$ cat src/rtl/shared_dff_arbiter.sv
// Round-robin arbiter that lends one shared DATA_W-bit register to NUM_REQ requesters.
// Define SHARED_DFF_ARBITER_TIMEOUT_EN to bound a tenure at MAX_HOLD cycles under contention.
module shared_dff_arbiter #(
    parameter int NUM_REQ  = 4,
    parameter int DATA_W   = 8,
    parameter int MAX_HOLD = 16
) (
    input  logic                       clk,
    input  logic                       rst,
    input  logic [NUM_REQ-1:0]         req,
    input  logic [NUM_REQ*DATA_W-1:0]  di,
    output logic [NUM_REQ-1:0]         gnt,
    output logic [$clog2(NUM_REQ)-1:0] owner,
    output logic [DATA_W-1:0]          dout,
    output logic                       upd
);

    localparam int IDX_W = $clog2(NUM_REQ);

    typedef enum logic {IDLE, GRANT} state_t;

    state_t             state, state_n;
    logic [IDX_W-1:0]   ptr, ptr_n, owner_n, win, idx;
    logic [NUM_REQ-1:0] gnt_n;
    logic [DATA_W-1:0]  dout_n, own_di;
    logic               found, written, written_n, upd_n, release_now;
    int                 j;

`ifdef SHARED_DFF_ARBITER_TIMEOUT_EN
    localparam int CNT_W = $clog2(MAX_HOLD);

    logic [CNT_W-1:0]   cnt, cnt_n;
    logic [NUM_REQ-1:0] others;
    logic               at_max;

    assign others = req & ~(NUM_REQ'(1) << owner);
    assign at_max = (cnt == CNT_W'(MAX_HOLD - 1));
`endif

    assign own_di = di[owner*DATA_W +: DATA_W];

    // First requester at or above ptr, wrapping modulo NUM_REQ.
    always_comb begin
        found = 1'b0;
        win   = '0;
        idx   = '0;
        j     = 0;
        for (int i = 0; i < NUM_REQ; i++) begin
            j = int'(ptr) + i;
            if (j >= NUM_REQ) j = j - NUM_REQ;
            idx = IDX_W'(j);
            if (!found && req[idx]) begin
                found = 1'b1;
                win   = idx;
            end
        end
    end

    always_comb begin
        state_n     = state;
        gnt_n       = gnt;
        owner_n     = owner;
        ptr_n       = ptr;
        dout_n      = dout;
        upd_n       = 1'b0;
        written_n   = written;
        release_now = 1'b0;
`ifdef SHARED_DFF_ARBITER_TIMEOUT_EN
        cnt_n       = cnt;
`endif
        case (state)
            IDLE: begin
                if (found) begin
                    state_n   = GRANT;
                    gnt_n     = NUM_REQ'(1) << win;
                    owner_n   = win;
                    ptr_n     = (win == IDX_W'(NUM_REQ - 1)) ? '0 : win + 1'b1;
                    written_n = 1'b0;
`ifdef SHARED_DFF_ARBITER_TIMEOUT_EN
                    cnt_n     = '0;
`endif
                end
            end
            GRANT: begin
                if (req[owner]) begin
                    dout_n    = own_di;
                    upd_n     = ~written;
                    written_n = 1'b1;
`ifdef SHARED_DFF_ARBITER_TIMEOUT_EN
                    // A saturated owner is only evicted if someone else is waiting.
                    if (at_max) begin
                        if (|others) release_now = 1'b1;
                    end else begin
                        cnt_n = cnt + 1'b1;
                    end
`endif
                end else begin
                    release_now = 1'b1;
                end
                if (release_now) begin
                    state_n = IDLE;
                    gnt_n   = '0;
                    owner_n = '0;
                end
            end
            default: state_n = IDLE;
        endcase
    end

    always_ff @(posedge clk) begin
        if (rst) begin
            state   <= IDLE;
            gnt     <= '0;
            owner   <= '0;
            ptr     <= '0;
            dout    <= '0;
            upd     <= 1'b0;
            written <= 1'b0;
`ifdef SHARED_DFF_ARBITER_TIMEOUT_EN
            cnt     <= '0;
`endif
        end else begin
            state   <= state_n;
            gnt     <= gnt_n;
            owner   <= owner_n;
            ptr     <= ptr_n;
            dout    <= dout_n;
            upd     <= upd_n;
            written <= written_n;
`ifdef SHARED_DFF_ARBITER_TIMEOUT_EN
            cnt     <= cnt_n;
`endif
        end
    end

endmodule

$ cat config.mk
export PLATFORM = sky130hd
export DESIGN_NAME = shared_dff_arbiter
export DESIGN_NICKNAME = d
export VERILOG_FILES = /design/src/rtl/shared_dff_arbiter.sv
export SDC_FILE = /design/constraint.sdc
export NUM_CORES = 1
export LEC_CHECK = 0
export CAP_MARGIN = 20
export CORE_AREA = 2 2 51 65
export CTS_BUF_LIST = sky130_fd_sc_hd__clkbuf_16
export CTS_CLUSTER_DIAMETER = 120
export DETAILED_ROUTE_END_ITERATION = 8
export DIE_AREA = 0 0 53 67
export PLACE_DENSITY = 0.85
export SLEW_MARGIN = 0
export SYNTH_ARGS = -nofsm -noshare
export SYNTH_HDL_FRONTEND = slang
export SYNTH_SLANG_ARGS = --single-unit
$ cat constraint.sdc
create_clock -name clk -period 4.65 [get_ports clk]
set_input_delay 1.395 -clock clk [delete_from_list [all_inputs] [get_ports clk]]
set_output_delay 1.395 -clock clk [all_outputs]
set_load 0.1 [all_outputs]
==> reports/qor.log <==
qor: final_layout.n_antenna_cell 0
qor: status.run_status finished, final reports clean
qor: clocking.post-cts-setup-buffer-count 0
qor: drt.avgRoutedWirePerCell 14.0 um
qor: placed_design.dp.cells 195
qor: final_layout.nets 206
qor: power_and_ir_drop.design_power_total 0.576 mW
qor: timing.finalMaxSlewViolations 0
qor: timing.unrepaired_setup_endpoints_after_global_routing false
qor: worst_setup_path.worst-path-buf-inv 1
qor: drt.drt_pass1_iterations 4
qor: yosys.syn_avg_cell_area 9.52 sq um
qor: timing.final_hold_viols 0
qor: drt.dr.first_iter.drc_count 46
qor: timing.final.min_clock_period 3520 ps
qor: final_layout.layout.filler_cells 244
qor: power_and_ir_drop.power-per-cell-area 341 nW/um^2
qor: timing.maxClockFrequency 284 MHz
qor: final_layout.finalNonFillerCells 199
qor: yosys.synth-seq-cells 19
qor: clocking.clockRootBuffer sky130_fd_sc_hd__clkbuf_16
qor: worst_setup_path.cell_at_the_slowest_stage_of_the_critical_path sky130_fd_sc_hd__clkdlybuf4s50_1
qor: yosys.netlist_top_cells_area sky130_fd_sc_hd__dfxtp_1 (35%), sky130_fd_sc_hd__mux4_1 (19%), sky130_fd_sc_hd__a21oi_1 (9.2%)
qor: clocking.cts-hold-fix-buffers 0
qor: final_layout.final_common_cell sky130_fd_sc_hd__clkdlybuf4s50_1
qor: final_layout.mostFrequentLayoutCells sky130_fd_sc_hd__clkdlybuf4s50_1 (52), sky130_fd_sc_hd__nand2_1 (24), sky130_fd_sc_hd__a21oi_1 (20)
qor: timing.layout_worst_path_cycle_share 75.7%
qor: clocking.cts_repair_resizes 0
qor: worst_setup_path.worst_path_dominant_cell_family buffers and inverters
qor: worst_setup_path.wp_data_required 3250 ps
qor: yosys.net_count_synth 156
qor: power_and_ir_drop.leakage 0.615 nW
qor: global_route.grt_max_degree 20
qor: clocking.clk_transition_reported_paths 50 ps
qor: yosys.async_flop_share 0%
qor: yosys.synth-main-ff-cell sky130_fd_sc_hd__dfxtp_1
qor: final_layout.multi_input_area 651 sq um
qor: timing.fin_tns_setup 0 ps
qor: global_route.globalRoute.totalOverflow 0
qor: timing.slew-limit-headroom 35.2%
qor: clocking.cts_sinks 19
qor: worst_setup_path.r2r_cells 4
qor: floorplan.die_area 3550 sq um
qor: yosys.synth_top_cell_by_area sky130_fd_sc_hd__dfxtp_1
qor: drt.route.detailed.drc 0
qor: yosys.synth-edff-count 0
qor: global_route.number_of_antenna_violations_at_the_first_check_in_global_routing 0
qor: timing.setup_viol 0
qor: floorplan.std_cell_rows 22
qor: timing.least_margin_pin_slew 969 ps
qor: yosys.ys_warn_count 0
qor: global_route.grt_pass1_wl 4.31 mm
qor: worst_setup_path.critical_path.cell_chain clkdlybuf4s50_1
qor: worst_setup_path.slowest_delay 1230 ps
qor: final_layout.layout-drive-gt1-share 4.91%
qor: global_route.globalRouteTotalUtil 16.3%
qor: power_and_ir_drop.ir_drop_worst_case_vdd 0.247 mV
qor: yosys.syn_area 1080 sq um
qor: hold_path.timing.hold.worst.class reg -> reg
qor: floorplan.num_io_pins 53
qor: floorplan.floorplan.core_area 2890 sq um
qor: clocking.clock_tree_from_tritoncts built
qor: worst_setup_path.worstPathArrival 2120 ps
qor: final_layout.area.sequential 380 sq um
qor: drt.wirelength 2.79 mm
qor: yosys.synth_cells 114
qor: yosys.ys_types 30
qor: worst_setup_path.worst_path_max_fanout 11
qor: hold_path.hold_depth 1
qor: clocking.clk-insertion-delay-late 240 ps
qor: drt.via_per_inst 5.18
qor: worst_setup_path.critical_path.endpoint_type primary output
qor: job.cap_violations 0
qor: worst_setup_path.critical_path_depth 1
qor: global_route.grt_pass1_vias 1001
qor: timing.finClkSkew 1.29 ps
qor: floorplan.die-width 53 um
qor: worst_setup_path.setup.worst_path.start_class flop
qor: final_layout.area_growth 55.5%
qor: clocking.cts_buffer_depth 2
qor: placed_design.post-dp-hpwl 2.23 mm
qor: worst_setup_path.worstSetupPathType reg -> out
qor: drt.dr_total_vias 1031
qor: floorplan.die_height 67 um
qor: placed_design.gp_congestion 0.724
qor: yosys.synth_sequential_area_ratio 35.1%
qor: clocking.cts_buffers 3
qor: placed_design.port_buffers 52
qor: yosys.synth_largest_type_area_fraction 35.1%
qor: floorplan.initial_core_util 37.5%
qor: drt.antenna_violating_nets_post_route 0
qor: clocking.clock_tree.htree_level_count 1
==> area by class of cell <==
| cell class | count | share of cell area (%) |
|---|---|---|
| flip-flops and latches | 19 | 22.6 |
| clock buffers | 3 | 4.45 |
| multi-input cells | 85 | 38.6 |
| well taps | 36 | 2.67 |
| inverters | 3 | 0.668 |
| repair buffers | 52 | 30.9 |
| clock inverters | 1 | 0.223 |
==> metal layers <==
metal | global-route usage (%) | part of all wire, % | up-vias
met2 | 28.6 | 54 | 40
met4 | 9.94 | 3.1 | 0
met5 | 0 | 0 | -
met3 | 1.79 | 3.5 | 9
met1 | 18.5 | 39 | 466
li1 | - | - | 516
==> registers in the layout, summed over array words and instances, names as in the netlist <==
register,flops
dout,8
gnt,4
owner,2
ptr,2
state,1
upd,1
written,1
==> synthesized netlist by cell type (2+ instances only) <==
library cell,n
sky130_fd_sc_hd__a21oi_1,20
sky130_fd_sc_hd__buf_6,2
sky130_fd_sc_hd__clkbuf_1,3
sky130_fd_sc_hd__dfxtp_1,19
sky130_fd_sc_hd__ha_1,4
sky130_fd_sc_hd__inv_1,3
sky130_fd_sc_hd__mux2i_1,2
sky130_fd_sc_hd__mux4_1,8
sky130_fd_sc_hd__nand2_1,24
sky130_fd_sc_hd__nand2b_1,2
sky130_fd_sc_hd__nand3_1,2
sky130_fd_sc_hd__nor2_1,3
sky130_fd_sc_hd__nor3_1,2
sky130_fd_sc_hd__o21ai_0,3
sky130_fd_sc_hd__o22ai_1,2
==> through the flow <==
stage / hold slack (ps) / cell area [sq um] / utilization [%] / worst slack [ps]
2_1_floorplan: 402 / 1080 / - / 2150
3_3_place_gp: 413 / 1610 / 55.6 / 1420
3_5_place_dp: 426 / 1610 / 55.6 / 1410
4_1_cts: 447 / 1690 / 58.4 / 1130
5_1_grt: 470 / 1690 / 58.4 / 1080
6_report: 442 / 1690 / 58.4 / 1130
==> cell families (layout without fill, tap and decap cells) <==
logic type | Yosys count | in the layout | share of synthesized area, %
AND/OR/NAND/NOR | 40 | 40 | 16.7
AO/OA/AOI/OAI | 30 | 30 | 15.3
flip-flops | 19 | 19 | 35.1
multiplexers | 11 | 11 | 23.3
buffers and inverters | 10 | 59 | 4.96
adder cells (fa/ha/maj) | 4 | 4 | 4.61
==> path summary, 6_finish.rpt <==
kind / end / from / slack (ps)
worst max-delay path: owner[0] / owner[0] / 1130
worst max register to register: gnt[0] / owner[0] / 2730
worst min-delay path: upd / written / 440
worst min register to register: upd / written / 440
==> where the power goes <==
| group | internal (mW) | leakage (nW) | total [mW] | switching (mW) |
|---|---|---|---|---|
| Sequential | 0.179 | 0.156 | 0.196 | 0.0179 |
| Clock | 0.114 | 0.0423 | 0.169 | 0.0548 |
| Combinational | 0.0832 | 0.417 | 0.210 | 0.127 |
No activity file was read; power rests on OpenSTA's default activity.
